[src/rtl/stereo_channel_select.sv]
// -----------------------------------------------------------------------------
// stereo_channel_select
//
// Routes one of NUM_CH packed input channels to a registered output stream.
// Channel switches are requested with sel_req/sel. A switch is taken up on
// the first in_valid after busy rises, so the sample that arrives together
// with a request still comes from the old channel.
//
// Optional feature, enabled by defining the macro STEREO_CHSEL_SOFT_MUTE_EN:
//   soft mute -- on a switch, MUTE_SAMPLES zero samples are emitted before
//   the new channel is routed, which hides the step between channels.
// With the macro undefined the MUTE state is unreachable and the switch
// completes on the first in_valid, which already carries the new channel.
// -----------------------------------------------------------------------------
module stereo_channel_select #(
  parameter int DATA_W       = 18,
  parameter int NUM_CH       = 2,
  parameter int MUTE_SAMPLES = 4,
  localparam int SEL_W       = $clog2(NUM_CH)
) (
  input  logic                     clk,
  input  logic                     rst_n,
  input  logic [NUM_CH*DATA_W-1:0] in_data,
  input  logic                     in_valid,
  input  logic [SEL_W-1:0]         sel,
  input  logic                     sel_req,
  output logic [DATA_W-1:0]        out_data,
  output logic                     out_valid,
  output logic [SEL_W-1:0]         active_sel,
  output logic                     busy,
  output logic                     sel_err
);

`ifdef STEREO_CHSEL_SOFT_MUTE_EN
  localparam bit C_SOFT_MUTE = 1'b1;
`else
  localparam bit C_SOFT_MUTE = 1'b0;
`endif

  // Number of channel slots addressable by a SEL_W-bit index.
  localparam int C_SLOTS = 2 ** SEL_W;

  // NUM_CH widened by one bit so that out-of-range selects compare cleanly.
  localparam logic [SEL_W:0] C_NUM_CH_EXT = (SEL_W + 1)'(NUM_CH);

  // Mute length as an 8-bit count (MUTE_SAMPLES is limited to 1..255).
  localparam logic [7:0] C_MUTE = 8'(MUTE_SAMPLES);

  typedef enum logic [0:0] {
    ST_PASS = 1'b0,
    ST_MUTE = 1'b1
  } state_t;

  // ---------------------------------------------------------------------------
  // State registers
  // ---------------------------------------------------------------------------
  state_t              r_state;
  logic [DATA_W-1:0]   r_out_data;
  logic                r_out_valid;
  logic [SEL_W-1:0]    r_active;
  logic                r_busy;
  logic [SEL_W-1:0]    r_pend;
  logic [7:0]          r_mute_cnt;
  logic                r_sel_err;

  // Next-state values
  state_t              w_state_nxt;
  logic [DATA_W-1:0]   w_out_data_nxt;
  logic                w_out_valid_nxt;
  logic [SEL_W-1:0]    w_active_nxt;
  logic                w_busy_nxt;
  logic [SEL_W-1:0]    w_pend_nxt;
  logic [7:0]          w_mute_cnt_nxt;
  logic                w_sel_err_nxt;
  logic                w_complete;

  // Request decode
  logic                w_sel_oor;
  logic                w_req_ignore;
  logic                w_req_load;

  // Unpacked channel view; slots beyond NUM_CH read as zero so that any
  // SEL_W-bit index is safe.
  logic [DATA_W-1:0]   w_ch [C_SLOTS];
  logic [DATA_W-1:0]   w_active_sample;
  logic [DATA_W-1:0]   w_pend_sample;

  genvar g;
  generate
    for (g = 0; g < C_SLOTS; g++) begin : g_slot
      if (g < NUM_CH) begin : g_used
        assign w_ch[g] = in_data[g*DATA_W +: DATA_W];
      end else begin : g_pad
        assign w_ch[g] = '0;
      end
    end
  endgenerate

  assign w_active_sample = w_ch[r_active];
  assign w_pend_sample   = w_ch[r_pend];

  // Classify the incoming switch request: out of range, redundant, or to be loaded.
  always_comb begin
    w_sel_oor    = ({1'b0, sel} >= C_NUM_CH_EXT);
    w_req_ignore = (r_state == ST_PASS) && !r_busy && (sel == r_active);
    if (sel_req && !w_sel_oor && !w_req_ignore) begin
      w_req_load = 1'b1;
    end else begin
      w_req_load = 1'b0;
    end
  end

  // Datapath and FSM next-state: routing, zero insertion and switch completion.
  always_comb begin
    w_state_nxt     = r_state;
    w_out_data_nxt  = r_out_data;
    w_out_valid_nxt = in_valid;
    w_mute_cnt_nxt  = r_mute_cnt;
    w_complete      = 1'b0;

    case (r_state)
      ST_PASS: begin
        if (in_valid) begin
          if (r_busy) begin
            if (C_SOFT_MUTE) begin
              // First zero of the gap is emitted on the entering sample.
              w_out_data_nxt = '0;
              if (C_MUTE == 8'd1) begin
                w_complete = 1'b1;
              end else begin
                w_state_nxt    = ST_MUTE;
                w_mute_cnt_nxt = 8'd1;
              end
            end else begin
              // Without soft mute the new channel is routed immediately.
              w_out_data_nxt = w_pend_sample;
              w_complete     = 1'b1;
            end
          end else begin
            w_out_data_nxt = w_active_sample;
          end
        end else begin
          w_out_data_nxt = r_out_data;
        end
      end

      ST_MUTE: begin
        if (in_valid) begin
          w_out_data_nxt = '0;
          if (r_mute_cnt >= (C_MUTE - 8'd1)) begin
            // This edge registers the last zero of the gap.
            w_complete     = 1'b1;
            w_state_nxt    = ST_PASS;
            w_mute_cnt_nxt = 8'd0;
          end else begin
            w_mute_cnt_nxt = r_mute_cnt + 8'd1;
          end
        end else begin
          w_out_data_nxt = r_out_data;
        end
      end

      default: begin
        w_state_nxt    = ST_PASS;
        w_mute_cnt_nxt = 8'd0;
      end
    endcase
  end

  // Switch bookkeeping: completion commits the pending channel, then a new
  // accepted request (re)arms busy with the latest pending value.
  always_comb begin
    w_active_nxt  = r_active;
    w_busy_nxt    = r_busy;
    w_pend_nxt    = r_pend;
    w_sel_err_nxt = sel_req && w_sel_oor;

    if (w_complete) begin
      w_active_nxt = r_pend;
      w_busy_nxt   = 1'b0;
    end else begin
      w_active_nxt = r_active;
    end

    if (w_req_load) begin
      w_pend_nxt = sel;
      w_busy_nxt = 1'b1;
    end else begin
      w_pend_nxt = r_pend;
    end
  end

  // State register with asynchronous active-low reset.
  always_ff @(posedge clk or negedge rst_n) begin
    if (!rst_n) begin
      r_state     <= ST_PASS;
      r_out_data  <= '0;
      r_out_valid <= 1'b0;
      r_active    <= '0;
      r_busy      <= 1'b0;
      r_pend      <= '0;
      r_mute_cnt  <= 8'd0;
      r_sel_err   <= 1'b0;
    end else begin
      r_state     <= w_state_nxt;
      r_out_data  <= w_out_data_nxt;
      r_out_valid <= w_out_valid_nxt;
      r_active    <= w_active_nxt;
      r_busy      <= w_busy_nxt;
      r_pend      <= w_pend_nxt;
      r_mute_cnt  <= w_mute_cnt_nxt;
      r_sel_err   <= w_sel_err_nxt;
    end
  end

  assign out_data   = r_out_data;
  assign out_valid  = r_out_valid;
  assign active_sel = r_active;
  assign busy       = r_busy;
  assign sel_err    = r_sel_err;

endmodule
[config.mk]
export PLATFORM = sky130hd
export DESIGN_NAME = stereo_channel_select
export DESIGN_NICKNAME = d
export VERILOG_FILES = /design/src/rtl/stereo_channel_select.sv
export SDC_FILE = /design/constraint.sdc
export NUM_CORES = 1
export LEC_CHECK = 0
export CAP_MARGIN = 30
export CELL_PAD_IN_SITES_DETAIL_PLACEMENT = 1
export CELL_PAD_IN_SITES_GLOBAL_PLACEMENT = 1
export CORE_AREA = 3 3 72 74
export CTS_BUF_LIST = sky130_fd_sc_hd__clkbuf_8
export DETAILED_ROUTE_END_ITERATION = 8
export DIE_AREA = 0 0 75 77
export PLACE_DENSITY = 0.87
export SLEW_MARGIN = 20
export SYNTH_ARGS = -nofsm -noshare
export SYNTH_HDL_FRONTEND = slang
export SYNTH_SLANG_ARGS = --single-unit
[constraint.sdc]
create_clock -name clk -period 1.8 [get_ports clk]
set_input_delay 0.45 -clock clk [delete_from_list [all_inputs] [get_ports clk]]
set_output_delay 0.45 -clock clk [all_outputs]
set_load 0.01 [all_outputs]
==> results of run 1 <==
[logic make-up (layout without fill, tap and decap cells)]
group	Yosys count	after routing
other cells	1	1
xor+xnor	1	1
compound gates	29	29
buf+inv	29	96
fa+ha+maj	1	1
simple gates	21	21
flops	31	31
mux	20	20
[power groups by stage]
stage               registers [W]  logic [W]  clock network (W)
floorplan                0.000943   0.000383                  0
global placement         0.000903   0.000826                  0
global route             0.000920   0.000902           0.000597
detailed placement       0.000912   0.000854                  0
CTS                      0.000901   0.000858           0.000565
finish                   0.000902   0.000840           0.000543
[cell usage after synthesis (2+ instances only)]
cell type,count
a2bb2oi_1,2
and2_1,5
buf_2,2
clkbuf_1,4
dfrtp_1,31
inv_1,20
mux2i_1,19
nand2_1,5
nand3_1,4
nor3_1,3
o21ai_0,3
o22ai_1,18
[flip-flops by register name, indices dropped and copies added (netlist names)]
register	cells
out_data	18
r_mute_cnt	8
active_sel	1
busy	1
out_valid	1
r_pend	1
r_state	1
[worst reg2reg max path, cell delays in order, from the launching register on]
cell and delay (ns):
dfrtp_1 0.42, ha_1 0.26, nor4_4 0.38, nand2_1 0.19, o221ai_1 0.22
[worst max path at each step]
stage / startpoint / to / slack, ns
final: busy$_DFFE_PN0P_ / busy / 0.05
after global routing: busy$_DFFE_PN0P_ / busy / 0.005
after CTS: active_sel$_DFFE_PN0P_ / active_sel / 0.03
after detailed placement: sel / r_pend$_DFFE_PN0P_ / -0.01
after global placement: sel / r_pend$_DFFE_PN0P_ / 0.01
after floorplan: busy$_DFFE_PN0P_ / out_data[10]$_DFFE_PN0P_ / 0.42
[through the flow]
stage / setup TNS (ns) / worst slack [ns]
floorplan: 0 / 0.422
global placement: 0 / 0.0137
detailed placement: -0.0149 / -0.0149
CTS: 0 / 0.0274
global route: 0 / 0.00539
finish: 0 / 0.0518
[final cells by class]
cell class	instances	area (sq um)
Sequential cell	31	778
Clock inverter	1	5.00
Inverter	20	75.1
Multi-Input combinational cell	73	556
Clock buffer	6	82.6
Timing Repair Buffer	69	683
Fill cell	505	2410
Tap cell	54	67.6
[metal layers]
layer | vias to the layer above | routed length, microns | track usage [%]
met5 | - | 0 | 0
met4 | 0 | 55 | 5.34
met3 | 7 | 255 | 5.50
met2 | 34 | 2070 | 24.9
met1 | 621 | 1630 | 16.3
li1 | 595 | - | -
[what timing repair did]
action                     in CTS  in global routing
setup endpoints to repair       1                  1
hold buffers                    0                  0
pin swaps                       0                  0
gates resized for setup         1                  1
==> metrics.md, run 1 <==
| Metric | Value |
|---|---|
| Outcome | `completed` |
| Htree depth | `2` |
| Die Area | `5780 sq um` |
| GR Util All Layers | `14.7%` |
| Total wire length | `4010 microns` |
| Core Area | `4660 sq um` |
| Mapped Nets | `175` |
| TritonCTS clock tree | `done` |
| CP Depth | `1` |
| Reg2Reg Launch Point | `r_mute_cnt[0]$_DFFE_PN0P_` |
| Crit Path Class | `flip-flop to primary output` |
| Design area | `2250 sq um` |
| Switching portion of total power | `29.8%` |
| Pwr Total | `0.00228 W` |
| Delay-heaviest family, CP | `buffers and inverters` |
| Post-synthesis async set-or-reset flop share | `100%` |
| Die width | `75 microns` |
| Clock sinks | `31` |
| Distinct cells, synth | `29` |
| Core Rows | `25` |
| CP max-delay cell | `clkdlybuf4s50_1` |
| Area leader, netlist | `dfrtp_1` |
| # port buffers | `61` |
| Utilization after layout | `48.2%` |
| Critical path capture point type | `primary output` |
| # diodes | `0` |
| Worst reg-to-reg path cell count | `4` |
| CTS Buf Count | `5` |
| Compound-Gate Fraction of Synth Area | `13.0%` |
| Yosys top cell area share | `53.4%` |
| Die Height | `77 microns` |
| Largest net degree at the start of global routing | `22` |
| Worst vdd ir | `0.464 mV` |
| Nets | `242` |
| Post-synthesis sequential area ratio | `53.4%` |
| Period minus WS final | `1.75 ns` |
| Main area contributors after synthesis | `dfrtp_1 (53%), mux2i_1 (13%), o22ai_1 (7.8%)` |
| Initial Utilization | `31.2%` |
| Layout area overhead | `54.7%` |
| Setup crit start kind | `flip-flop` |
| Fin. max-slew vios | `0` |
| Vias/cell | `4.95` |
| RSZ-0062 raised after global routing | `no` |
| Post-synth EDFFs | `0` |
| Antenna-violating nets left | `0` |
| Final HPWL DP | `3150 microns` |
| Int Power | `0.00160 W` |
| Reg-to-reg endpoint | `busy$_DFFE_PN0P_` |
| Clock Path Buffers | `2` |
| Clock root cell | `clkbuf_8` |
| CP required | `1.35 ns` |
| Arrival time worst endpoint | `1.30 ns` |
| Post-synthesis simple-gate area fraction | `8.79%` |
| Vias in the first global route | `1340` |
| Clock power frac | `23.8%` |
| Initial antenna violation count | `0` |
| Power Dens Cells | `1020 nW/um^2` |
| Syn Area/Cell | `10.9 sq um` |
| LEAKAGE | `1.03 nW` |
| Buf/Inv on CP | `1` |
| Synth Register Bits | `31` |
| Drt wl/cell | `15.8 microns` |
| Commonest non-fill, non-tap cell in the layout | `clkdlybuf4s50_1` |
| XOR/XNOR share of the synthesized area | `0.603%` |
| Final Cycle Share | `97.1%` |
| First-pass GRT wire length | `6380 microns` |
| RePlAce Congestion | `0.733` |
| I/O pin total | `63` |
| Post-synthesis mux area share | `13.9%` |
| Worst-path clk slew | `0.06 ns` |
| Via count | `1257` |
| Worst min-delay path category | `input port to asynchronous set/reset pin` |
| Dominant synthesized flop cell | `dfrtp_1` |
| Main combinational cell family by area after synthesis | `multiplexers` |
| Fin. Hold Viols | `0` |
| Worst path cell trace | `clkdlybuf4s50_1` |
| WHS | `0.510 ns` |
| FMAX | `572 MHz` |
| Sequential power share | `39.5%` |
| Max incr delay on CP | `0.58 ns` |
| Grt total ovfl | `0` |
| DRC | `0` |
| Crit Path Max Fanout | `6` |
| Drt pass-1 iters | `4` |
| Dpl cells | `247` |
| Synthesized area | `1450 sq um` |
| Layout cells sized above 1 | `10.0%` |
| Switch Pwr | `0.000680 W` |
| Post-Synth Adder-Cell Area | `0.861%` |
| Post-CTS Setup Inserts | `0` |
| Clock Skew | `0.00410 ns` |
| Most frequent cells in the layout | `clkdlybuf4s50_1 (61), dfrtp_1 (29), inv_1 (20), mux2i_1 (18), o22ai_1 (18)` |
| Clk_lat worst skew | `0.28 ns` |
| Fin cells | `254` |
| DRT iter0 DRCs | `50` |
| MaxCap Viol Count | `0` |
| Cell area after placement | `2160 sq um` |
| Combinational power share | `36.8%` |
| Reg2reg setup slack | `0.24 ns` |
| Post-Syn Instances | `133` |
| Final setup vio count | `0` |
| YS warnings | `0` |
Note: power is estimated with default switching activity, not from simulation.
==> run 2, diff against run 1 <==
- PLACE_DENSITY: 0.87 -> not set
- PLACE_DENSITY_LB_ADDON: not set -> 0.2
==> metrics.md, run 2 (synthesis gave the netlist of run 1 again) <==
| Metric | Value |
|---|---|
| Max incr delay on CP | `0.56 ns (-0.02 ns)` |
| Core Area | `4660 sq um (unchanged)` |
| Die Area | `5780 sq um (unchanged)` |
| Clock power frac | `21.6% (-2.2 points)` |
| Die width | `75 microns (unchanged)` |
| Reg2reg setup slack | `0.25 ns (about the same)` |
| Pwr Total | `0.00221 W (-3.4%)` |
| HP Start | `out_data[14]$_DFFE_PN0P_` |
| TritonCTS clock tree | `done` |
| CP required | `1.35 ns (about the same)` |
| Power Dens Cells | `989 nW/um^2 (-2.7%)` |
| Max reg flops | `18 (unchanged)` |
| I/O pin total | `63 (unchanged)` |
| Antenna-violating nets left | `0 (unchanged)` |
| Arrival time worst endpoint | `1.27 ns (-0.03 ns)` |
| Final setup margin | `0.0809 ns (+0.0291 ns)` |
| # fillers | `504 (-0.20%)` |
| Largest net degree at the start of global routing | `32 (+45%)` |
| Worst-path clk slew | `0.05 ns (about the same)` |
| RePlAce Congestion | `0.794 (+8.3%)` |
| Multi-input logic area | `556 sq um (unchanged)` |
| # port buffers | `61 (unchanged)` |
| Pre-CTS setup slack | `-0.0431 ns (-0.0282 ns)` |
| CTS Buf Count | `5 (unchanged)` |
| Reg2Reg Launch Point | `r_mute_cnt[0]$_DFFE_PN0P_` |
| Worst Hold End | `out_data[14]$_DFFE_PN0P_` |
| Initial Utilization | `31.2% (unchanged)` |
| Total wire length | `3910 microns (-2.4%)` |
| Worst min-delay path category | `flip-flop to flip-flop` |
| DRT iter0 DRCs | `35 (-30%)` |
| LEAKAGE | `1.02 nW (-1.1%)` |
| Fin. Hold Viols | `0 (unchanged)` |
| Vias/cell | `4.88 (-1.4%)` |
| Int Power | `0.00156 W (-3.0%)` |
| Die Height | `77 microns (unchanged)` |
| Reg area | `778 sq um (unchanged)` |
| Final setup vio count | `0 (unchanged)` |
| GR Util All Layers | `14.4% (-0.29 points)` |
| Sequential power share | `40.7% (+1.2 points)` |
| Switch Pwr | `0.000649 W (-4.5%)` |
| Most frequent cells in the layout | `clkdlybuf4s50_1 (61), dfrtp_1 (29), inv_1 (21), mux2i_1 (18), o22ai_1 (18)` |
| Layout area overhead | `53.5%` |
| Grt total ovfl | `0 (unchanged)` |
| Reg-to-reg endpoint | `busy$_DFFE_PN0P_` |
| Worst reg-to-reg path cell count | `4 (unchanged)` |
| # diodes | `0 (unchanged)` |
| Clk_lat worst skew | `0.28 ns (about the same)` |
| Vias in the first global route | `1337 (-0.22%)` |
| Htree depth | `2 (unchanged)` |
| Layout cells sized above 1 | `8.12% (-1.9 points)` |
| Crit Path Class | `flip-flop to primary output` |
| Clock sinks | `31 (unchanged)` |
| FMAX | `582 MHz (+1.7%)` |
| Initial antenna violation count | `0 (unchanged)` |
| CP max-delay cell | `clkdlybuf4s50_1` |
| Critical path capture point type | `primary output` |
| RSZ-0062 raised after global routing | `no` |
| Delay-heaviest family, CP | `buffers and inverters` |
| Period minus WS final | `1.72 ns (-0.0291 ns)` |
| Fin. max-slew vios | `0 (unchanged)` |
| Worst path cell trace | `clkdlybuf4s50_1` |
| Post-CTS Setup Inserts | `0 (unchanged)` |
| Setup crit start kind | `flip-flop` |
| Worst vdd ir | `0.658 mV (+42%)` |
| Final HPWL DP | `2990 microns (-5.0%)` |
| Setup TNS | `0 ns (unchanged)` |
| Cell area after placement | `2150 sq um (-0.12%)` |
| Drt pass-1 iters | `4 (unchanged)` |
| DRC | `0 (unchanged)` |
| Drt wl/cell | `15.6 microns (-1.3%)` |
| Clock Skew | `0.00598 ns (+0.00188 ns)` |
| Via count | `1225 (-2.5%)` |
| Switching portion of total power | `29.4% (-0.33 points)` |
| Clock Path Buffers | `2 (unchanged)` |
| Outcome | `completed` |
| Final Cycle Share | `95.5% (-1.6 points)` |
| Design area | `2230 sq um (-0.78%)` |
| Utilization after layout | `47.8% (-0.38 points)` |
| First-pass GRT wire length | `6310 microns (-1.2%)` |
| Crit Path Max Fanout | `6 (unchanged)` |
| Clock root cell | `clkbuf_8` |
| Hold Path Stages | `2` |
| MaxCap Viol Count | `0 (unchanged)` |
| Combinational power share | `37.7% (+0.9 points)` |
| Core Rows | `25 (unchanged)` |
| Nets | `240 (-0.83%)` |
| Commonest non-fill, non-tap cell in the layout | `clkdlybuf4s50_1` |
| Buf/Inv on CP | `1 (unchanged)` |
-- run 2: worst max path at each step --
stage,endpoint,start,slack [ns],cells past startpoint
2_1_floorplan,out_data[10]$_DFFE_PN0P_,busy$_DFFE_PN0P_,0.42,5
3_3_place_gp,r_pend$_DFFE_PN0P_,sel,0.02,4
3_5_place_dp,r_pend$_DFFE_PN0P_,sel,-0.04,4
4_1_cts,active_sel,active_sel$_DFFE_PN0P_,0.02,1
5_1_grt,busy,busy$_DFFE_PN0P_,0.03,1
6_report,busy,busy$_DFFE_PN0P_,0.08,1
-- run 2: worst register-to-register path, cell delays in order (launching register included) --
cell      delay, ns
dfrtp_1        0.41
ha_1           0.26
nor4_4         0.38
nand2_1        0.19
o221ai_1       0.22
-- run 2: timing repair --
| item | in CTS | in global routing |
|---|---|---|
| hold buffers | 0 | 0 |
| endpoints found under the setup margin | 1 | 1 |
| pin swaps | 0 | 0 |
| gates resized for setup | 1 | 1 |
-- run 2: final cells by class --
class	count	share of cell area [%]
flip-flops and latches	31	34.9
repair buffers	67	30.5
multi-input cells	73	24.9
inverters	20	3.37
clock buffers	5	3.09
well taps	54	3.03
clock inverters	1	0.168
-- run 2: power groups by stage --
stage	combinational [W]	sequential, W	clock (W)
finish	0.000832	0.000898	0.000476
global route	0.000899	0.000917	0.000535
CTS	0.000850	0.000898	0.000504
detailed placement	0.000848	0.000909	0
global placement	0.000824	0.000901	0
floorplan	0.000383	0.000943	0
-- run 2: per-stage QoR --
step / instances / hold slack [ns]
2_1_floorplan: 133 / 0.154
3_3_place_gp: 245 / 0.498
3_5_place_dp: 245 / 0.511
4_1_cts: 251 / 0.531
5_1_grt: 251 / 0.543
6_report: 251 / 0.527
-- run 2: routing by layer --
metal,global-route usage [%],wire [microns],share of wire (%)
met1,16.6,1600,41
met2,23.8,1980,51
met3,5.50,280,7.2
met4,4.98,45,1.2
met5,0,0,0
==> run 3, diff against run 2 <==
- CAP_MARGIN: 30 -> 20
- CELL_PAD_IN_SITES_DETAIL_PLACEMENT: 1 -> 0
- CORE_AREA: 3 3 72 74 -> 3 3 69 71
- DIE_AREA: 0 0 75 77 -> 0 0 72 74
- clock period: 1.8 -> 2.2 ns (I/O delays scaled with it)
==> metrics.md, run 3 (synthesis gave the netlist of run 1 again) <==
| Metric | Value |
|---|---|
| # diodes | `0 (unchanged)` |
| Met1 wire length | `1540 microns (-3.6%)` |
| Most frequent cells in the layout | `clkdlybuf4s50_1 (61), dfrtp_1 (31), inv_1 (20), mux2i_1 (18), o22ai_1 (18)` |
| Sequential power share | `40.2% (-0.5 points)` |
| Die width | `72 microns (-4.0%)` |
| Via count | `1185 (-3.3%)` |
| Largest net degree at the start of global routing | `32 (unchanged)` |
| RePlAce Congestion | `0.758 (-4.5%)` |
| Max reg flops | `18 (unchanged)` |
| FMAX | `539 MHz` |
| Core Rows | `24 (-4.0%)` |
| Nets | `238 (-0.83%)` |
| Int Power | `0.00128 W (-18%)` |
| Fin. max-slew vios | `0 (unchanged)` |
| Initial Utilization | `33.8% (+2.7 points)` |
| Total wire length | `3480 microns (-11%)` |
| CP max-delay cell | `clkdlybuf4s50_1` |
| Die Height | `74 microns (-3.9%)` |
| Clock Path Buffers | `2 (unchanged)` |
| Clock power frac | `24.6% (+3.0 points)` |
| RSZ-0062 raised after global routing | `no` |
| Core Area | `4290 sq um (-7.9%)` |
| # port buffers | `61 (unchanged)` |
| Slew headroom | `65.1%` |
| Worst-margin pin slew | `0.520 ns` |
| Clk_lat worst skew | `0.28 ns (about the same)` |
| HP Start | `r_mute_cnt[2]$_DFFE_PN0P_` |
| Arrival time worst endpoint | `1.31 ns (+0.04 ns)` |
| CTS Buf Count | `5 (unchanged)` |
| Commonest non-fill, non-tap cell in the layout | `clkdlybuf4s50_1` |
| MaxCap Viol Count | `0 (unchanged)` |
| Critical path capture point type | `primary output` |
| Cts hold-fix bufs | `0 (unchanged)` |
| Switch Pwr | `0.000531 W (-18%)` |
| CP Depth | `1 (unchanged)` |
| DRC | `0 (unchanged)` |
| Clock root cell | `clkbuf_8` |
| Outcome | `completed` |
| Period minus WS final | `1.86 ns` |
| Worst min-delay path category | `flip-flop to flip-flop` |
| I/O pin total | `63 (unchanged)` |
| Worst-path clk slew | `0.06 ns (about the same)` |
| Hold Path Stages | `1 (-1)` |
| GR Util All Layers | `13.9% (-0.49 points)` |
| Clock sinks | `31 (unchanged)` |
| Setup crit start kind | `flip-flop` |
| Vias/cell | `4.78 (-2.1%)` |
| WL met2 | `1550 microns (-22%)` |
| Final setup vio count | `0 (unchanged)` |
| Delay-heaviest family, CP | `buffers and inverters` |
| Switching portion of total power | `29.3% (-0.11 points)` |
| Crit Path Max Fanout | `6 (unchanged)` |
| Clock Skew | `0.00580 ns (-0.000178 ns)` |
| First-pass GRT wire length | `5620 microns (-11%)` |
| Power Dens Cells | `826 nW/um^2 (-16%)` |
| Routed wl met3 | `333 microns (+19%)` |
| Utilization after layout | `51.0% (+3.2 points)` |
| Worst path cell trace | `clkdlybuf4s50_1` |
| Drt wl/cell | `14.0 microns (-9.9%)` |
| Final Cycle Share | `84.4%` |
| Crit Path Class | `flip-flop to primary output` |
| CP startpoint | `busy$_DFFE_PN0P_` |
| TritonCTS clock tree | `done` |
| DR top layer | `met4` |
| Htree depth | `2 (unchanged)` |
| PostCTS Resize Cnt | `0 (-1)` |
| Layout area overhead | `50.8%` |
| Layout cells sized above 1 | `7.14% (-0.98 points)` |
| Fin. Hold Viols | `0 (unchanged)` |
| Setup TNS | `0 ns (unchanged)` |
| Worst reg-to-reg path cell count | `4 (unchanged)` |
| DRT iter0 DRCs | `31 (-11%)` |
| Initial antenna violation count | `0 (unchanged)` |
| Buf/Inv on CP | `1 (unchanged)` |
| Post-CTS Setup Inserts | `0 (unchanged)` |
| Vias in the first global route | `1148 (-14%)` |
| Antenna-violating nets left | `0 (unchanged)` |
| Combinational power share | `35.3% (-2.4 points)` |
| Worst vdd ir | `0.666 mV (+1.3%)` |
| Final HPWL DP | `2580 microns (-14%)` |
| Max incr delay on CP | `0.58 ns (+0.02 ns)` |
| CP required | `1.65 ns (+0.30 ns)` |
| Reg2Reg Launch Point | `r_mute_cnt[0]$_DFFE_PN0P_` |
| Drt pass-1 iters | `4 (unchanged)` |
| Grt total ovfl | `0 (unchanged)` |
| Die Area | `5330 sq um (-7.7%)` |
| LEAKAGE | `1.00 nW (-1.2%)` |
## run 3: changes by cell type in the layout (fill, tap and decap cells not counted)
| cell | change |
|---|---|
| mux2i_2 | +1 |
| buf_12 | -2 |
| clkbuf_8 | +1 |
| inv_1 | -1 |
| dfrtp_2 | -2 |
| mux2i_4 | -1 |
| dfrtp_1 | +2 |
| clkinv_2 | +1 |
## run 3: final cells by class
cell class / instances / area (sq um)
Fill cell: 398 / 2100
Sequential cell: 31 / 776
Timing Repair Buffer: 65 / 641
Multi-Input combinational cell: 73 / 547
Clock buffer: 6 / 82.6
Inverter: 20 / 75.1
Tap cell: 52 / 65.1
Clock inverter: 1 / 5.00
## run 3: metal layers
layer	vias to the layer above	GRT usage, %
met4	0	5.01
li1	586	-
met3	6	6.62
met5	-	0
met1	552	17.9
met2	41	20.5
## run 3: through the flow
step           worst slack (ns)  instance area (sq um)  power, W  std cells  hold slack [ns]
5_1_grt                   0.295                   2190   0.00192        248            0.536
6_report                  0.344                   2190   0.00181        248            0.514
4_1_cts                   0.319                   2190   0.00184        248            0.515
2_1_floorplan             0.790                   1450   0.00109        133            0.254
3_3_place_gp              0.320                   2100   0.00137        241            0.492
3_5_place_dp              0.227                   2100   0.00138        241            0.497
## run 3: path summary, 6_finish.rpt
| check | endpoint | slack (ns) |
|---|---|---|
| max reg2reg | r_state$_DFF_PN0_ | 0.67 |
| min | r_mute_cnt[2]$_DFFE_PN0P_ | 0.51 |
| max in group asynchronous | out_data[16]$_DFFE_PN0P_ | 1.24 |
| min in group asynchronous | out_data[6]$_DFFE_PN0P_ | 0.67 |
| max | busy | 0.34 |
| min reg2reg | r_mute_cnt[2]$_DFFE_PN0P_ | 0.51 |
## run 3: power groups by stage
stage | combinational, W | sequential [W] | clock (W)
finish | 0.000638 | 0.000727 | 0.000445
global placement | 0.000636 | 0.000731 | 0
detailed placement | 0.000648 | 0.000737 | 0
global route | 0.000692 | 0.000741 | 0.000488
floorplan | 0.000314 | 0.000772 | 0
CTS | 0.000649 | 0.000728 | 0.000466
